**src/rtl/control_unit.sv**
```systemverilog
`default_nettype none
// ============================================================================
//  Module   : control_unit
//  Brief    : Processor controller. Fetches 16-bit instructions from a
//             synchronous instruction ROM, decodes them and sequences the
//             Datapath through its control inputs. Holds PC and IR.
//  Revision : 1.0 - initial release
// ============================================================================
module control_unit #(
    parameter int         PC_W    = 7,
    parameter logic [2:0] ALU_ADD = 3'b001,
    parameter logic [2:0] ALU_SUB = 3'b010
) (
    input  logic            clk,
    input  logic            rst_n,
    input  logic            en,
    input  logic [15:0]     I_data,
    output logic [PC_W-1:0] PC_addr,
    output logic [15:0]     IR_out,
    output logic [3:0]      State_out,
    output logic            Halted,
    output logic [7:0]      D_Addr,
    output logic            D_wr,
    output logic            RF_s,
    output logic [3:0]      RF_W_addr,
    output logic            RF_W_en,
    output logic [3:0]      RF_Ra_addr,
    output logic [3:0]      RF_Rb_addr,
    output logic [2:0]      Alu_s0
);

    typedef enum logic [3:0] {
        S_INIT   = 4'd0,
        S_FETCH  = 4'd1,
        S_DECODE = 4'd2,
        S_NOOP   = 4'd3,
        S_LOAD_A = 4'd4,
        S_LOAD_B = 4'd5,
        S_STORE  = 4'd6,
        S_ADD    = 4'd7,
        S_SUB    = 4'd8,
        S_HALT   = 4'd9
    } state_t;

    localparam logic [3:0]      c_op_store = 4'b0001;
    localparam logic [3:0]      c_op_load  = 4'b0010;
    localparam logic [3:0]      c_op_add   = 4'b0011;
    localparam logic [3:0]      c_op_sub   = 4'b0100;
    localparam logic [3:0]      c_op_halt  = 4'b0101;
    localparam logic [PC_W-1:0] c_pc_one   = {{(PC_W-1){1'b0}}, 1'b1};

    state_t          r_state;
    state_t          w_next_state;
    logic [PC_W-1:0] r_pc;
    logic [15:0]     r_ir;

    // State register; en=0 freezes the sequencer in place.
    always_ff @(posedge clk or negedge rst_n) begin
        if (!rst_n) begin
            r_state <= S_INIT;
        end else if (en) begin
            r_state <= w_next_state;
        end
    end

    // Next-state logic; unlisted opcodes fall through to the NOOP path.
    always_comb begin
        w_next_state = r_state;
        case (r_state)
            S_INIT:   w_next_state = S_FETCH;
            S_FETCH:  w_next_state = S_DECODE;
            S_DECODE: begin
                case (r_ir[15:12])
                    c_op_store: w_next_state = S_STORE;
                    c_op_load:  w_next_state = S_LOAD_A;
                    c_op_add:   w_next_state = S_ADD;
                    c_op_sub:   w_next_state = S_SUB;
                    c_op_halt:  w_next_state = S_HALT;
                    default:    w_next_state = S_NOOP;
                endcase
            end
            S_LOAD_A: w_next_state = S_LOAD_B;
            S_NOOP,
            S_LOAD_B,
            S_STORE,
            S_ADD,
            S_SUB:    w_next_state = S_FETCH;
            S_HALT:   w_next_state = S_HALT;
            default:  w_next_state = S_INIT;
        endcase
    end

    // PC and IR: PC advances only at the end of FETCH, so the ROM has the
    // whole DECODE cycle to present the next word before the next FETCH.
    always_ff @(posedge clk or negedge rst_n) begin
        if (!rst_n) begin
            r_pc <= '0;
            r_ir <= '0;
        end else if (en) begin
            if (r_state == S_INIT) begin
                r_pc <= '0;
            end else if (r_state == S_FETCH) begin
                r_ir <= I_data;
                r_pc <= r_pc + c_pc_one;
            end
        end
    end

    // Moore control decode from current state and IR; everything idles at 0.
    always_comb begin
        D_Addr     = 8'd0;
        D_wr       = 1'b0;
        RF_s       = 1'b0;
        RF_W_addr  = 4'd0;
        RF_W_en    = 1'b0;
        RF_Ra_addr = 4'd0;
        RF_Rb_addr = 4'd0;
        Alu_s0     = 3'd0;
        case (r_state)
            S_LOAD_A,
            S_LOAD_B: begin
                D_Addr    = r_ir[11:4];
                RF_s      = 1'b1;
                RF_W_addr = r_ir[3:0];
                // LOAD_A only covers the data-memory read latency
                RF_W_en   = (r_state == S_LOAD_B);
            end
            S_STORE: begin
                D_Addr     = r_ir[7:0];
                RF_Ra_addr = r_ir[11:8];
                D_wr       = 1'b1;
            end
            S_ADD,
            S_SUB: begin
                RF_Ra_addr = r_ir[11:8];
                RF_Rb_addr = r_ir[7:4];
                Alu_s0     = (r_state == S_ADD) ? ALU_ADD : ALU_SUB;
                RF_W_addr  = r_ir[3:0];
                RF_W_en    = 1'b1;
            end
            default: begin
            end
        endcase
    end

    assign PC_addr   = r_pc;
    assign IR_out    = r_ir;
    assign State_out = r_state;
    assign Halted    = (r_state == S_HALT);

endmodule
`default_nettype wire

```
**config.mk**
```make
export PLATFORM = sky130hd
export DESIGN_NAME = control_unit
export DESIGN_NICKNAME = d
export VERILOG_FILES = /design/src/rtl/control_unit.sv
export SDC_FILE = /design/constraint.sdc
export NUM_CORES = 1
export LEC_CHECK = 0
export CAP_MARGIN = 20
export CORE_MARGIN = 3
export CORE_UTILIZATION = 41
export CTS_CLUSTER_DIAMETER = 100
export CTS_CLUSTER_SIZE = 24
export DETAILED_ROUTE_END_ITERATION = 10
export PLACE_DENSITY = 0.8
export REMOVE_ABC_BUFFERS = 1
export SKIP_CTS_REPAIR_TIMING = 1
export SYNTH_ARGS = -nofsm -noshare
export SYNTH_HDL_FRONTEND = slang
export SYNTH_SLANG_ARGS = --single-unit
```
**constraint.sdc**
```tcl
create_clock -name clk -period 1.7 [get_ports clk]
set_input_delay 0.17 -clock clk [delete_from_list [all_inputs] [get_ports clk]]
set_output_delay 0.17 -clock clk [all_outputs]
set_load 0.05 [all_outputs]
```
==> flow_summary.json <==
{
  "hold_class": "input port to asynchronous set/reset pin",
  "nets": 260,
  "critPathLaunchType": "register",
  "numPortBuffers": 71,
  "worst_slack_ns": -0.168,
  "cp-end-kind": "primary output",
  "multi_input_area_um2": 973,
  "max_stage_delay_ns": 0.50,
  "rows": 21,
  "clock_latency_ns": 0.27,
  "yosysTopAreaCell": "dfrtp_1",
  "cp_slowest_cell": "dfrtp_2",
  "postSynth.asyncResetShare_pct": 100,
  "drtIter0Drc": 74,
  "ant_nets": 0,
  "postSynthAreaPerCell_um2": 10.9,
  "synth_top_area_share_pct": 42.7,
  "diodes": 0,
  "synth_top_family_by_area": "simple AND/OR/NAND/NOR gates",
  "grt_max_degree": 28,
  "fp.dieW_um": 68.1,
  "maxCapViolCount": 0,
  "hold_violations": 0,
  "synth_area_mm2": 0.00158,
  "fin_setup_tns_ns": -3.44,
  "ys_warn_count": 0,
  "fin_worst_skew_ns": 0.00414,
  "coreArea_mm2": 0.00352,
  "gp_congestion": 0.789,
  "synth_fa_ha_area_share_pct": 0.791,
  "yosysMostFrequentCell": "dfrtp_1",
  "route.vias.total": 1591,
  "syn_to_final_growth_pct": 87.3,
  "nFillCells": 182,
  "final_layout_size_suffix_gt1_share_pct": 56.9,
  "ys_seq_area_share_pct": 42.7,
  "avgViaCountPerCell": 5.58,
  "failed_checks": "negative setup slack",
  "drt_wl_total_um": 5500,
  "synth-seq-cells": 27,
  "period_minus_slack_ns": 1.87,
  "critPathKind": "register to primary output",
  "cts_buffer_depth": 2,
  "p_per_area_mw_per_mm2": 1930,
  "wl_per_cell_um": 19.3,
  "yosysUniqueCellTypes": 40,
  "io_pins": 73,
  "synth_xor_area_share_pct": 0.553,
  "path_clk_slew_ns": 0.09,
  "htree_levels": 1,
  "cts.sinks": 27,
  "die_area_mm2": 0.00464,
  "fp.dieH_um": 68.1,
  "vdd_drop_max_uv": 1640,
  "drc": 0,
  "finalMaxSlewViolations": 0,
  "register_area_um2": 681,
  "synth_ff_type": "dfrtp_1",
  "arrival_ns": 1.70,
  "synth_compound_area_share_pct": 14.7,
  "first_pass_iters": 4,
  "grt_pass1_vias": 1427,
  "antenna_found_initial": 0,
  "grt-ovfl-total": 0,
  "cts_tree": "yes",
  "rsz0062_at_grt": "yes",
  "synthSimpleGateAreaFrac_pct": 22.7,
  "initial_utilization_pct": 45.0,
  "whs_ns": 0.267,
  "leakage_nw": 1.35,
  "grt.total_usage_pct": 20.9,
  "status": "complete, but fails checks",
  "total_power_mw": 5.73,
  "dp_hpwl_um": 3550,
  "cts_buffers": 3,
  "setup_viol": 41,
  "synth.area.top_cells": "dfrtp_1 (43%), mux2_4 (8.5%), a22o_1 (5.0%)",
  "min_period_over_period_pct": 110,
  "timing.fmax_mhz": 535,
  "required_ns": 1.53,
  "synth_commonest_cells": "dfrtp_1 (27), nand2_1 (13), a22o_1 (9), and2_1 (9), mux2_4 (9)",
  "crit_chain": "nor4b_4 > buf_4 > a21oi_4 > nor2b_2 > buf_12",
  "synth_edf_count": 0,
  "grt_pass1_wl_um": 7220,
  "cp_max_fo": 7,
  "synth_mux_area_share_pct": 14.2,
  "cts_root_buf": "clkbuf_8",
  "syn-instance-count": 145
}
## critical path, delay by kind of cell, from the launching register on
family                 cells  cell delay (ns)
AOI/OAI and AO/OA          1             0.06
and+or+nand+nor            2             0.52
DFF                        1             0.50
buffers and inverters      2             0.35
## where the power goes
part / switching (mW) / internal [mW]
clock: 0.204 / 0.168
combinational: 2.20 / 1.72
sequential: 0.489 / 0.942
## kinds of logic after synthesis
logic type               Yosys count
adder cells (fa/ha/maj)            1
other                              1
AND/OR/NAND/NOR                   57
multiplexers                      17
XOR/XNOR                           1
buffers and inverters             10
flip-flops                        27
AO/OA/AOI/OAI                     31
## cell usage in the layout (no fill, tap or decap), types with 5 or more instances in the layout
cell             count
mux2_4               9
buf_12              31
and2_4               8
mux2_2               7
buf_4               41
a22o_1               5
buf_6                8
clkdlybuf4s50_1     18
dfrtp_1             23
nand2_1             13
## layer usage
| metal | up-vias | track usage, % | part of all wire [%] |
|---|---|---|---|
| met5 | - | 0 | 0 |
| met1 | 775 | 27.4 | 38 |
| met3 | 16 | 4.60 | 7.3 |
| li1 | 709 | - | - |
| met2 | 91 | 35.1 | 52 |
| met4 | 0 | 4.47 | 2.8 |
## final timing paths
check,startpoint,to,slack (ns),cells past startpoint
hold / removal,rst_n,IR_out[6],0.27,2
setup reg to reg,State_out[2],IR_out[7],-0.05,5
hold reg to reg,IR_out[3],IR_out[3],0.59,1
min in group clk,I_data[8],IR_out[8],0.50,2
setup / recovery,State_out[2],RF_W_addr[1],-0.17,5
max in group asynchronous,rst_n,State_out[0],1.15,2
## stage by stage
stage                     std cells  utilization (%)  area (um^2)  setup slack, ns
after floorplan                 136                -         1520            -1.40
after CTS                       273             76.9         2710           -0.349
after global placement          269             75.7         2660          0.00939
after detailed placement        269             75.7         2660          -0.0548
final                           285             84.2         2960           -0.168
after global routing            285             84.2         2960           -0.254
## final cells by class
class	count	area share [%]
Timing Repair Buffer	99	40.6
Multi-Input combinational cell	108	32.8
Sequential cell	27	23.0
Tap cell	46	1.94
Clock buffer	4	1.52
Inverter	1	0.127
## sequential cells by signal, indices dropped and copies added, names as in the netlist
register and cells:
PC_addr 7, State_out 4, IR_out 16
No activity file was read; power rests on OpenSTA's default activity.
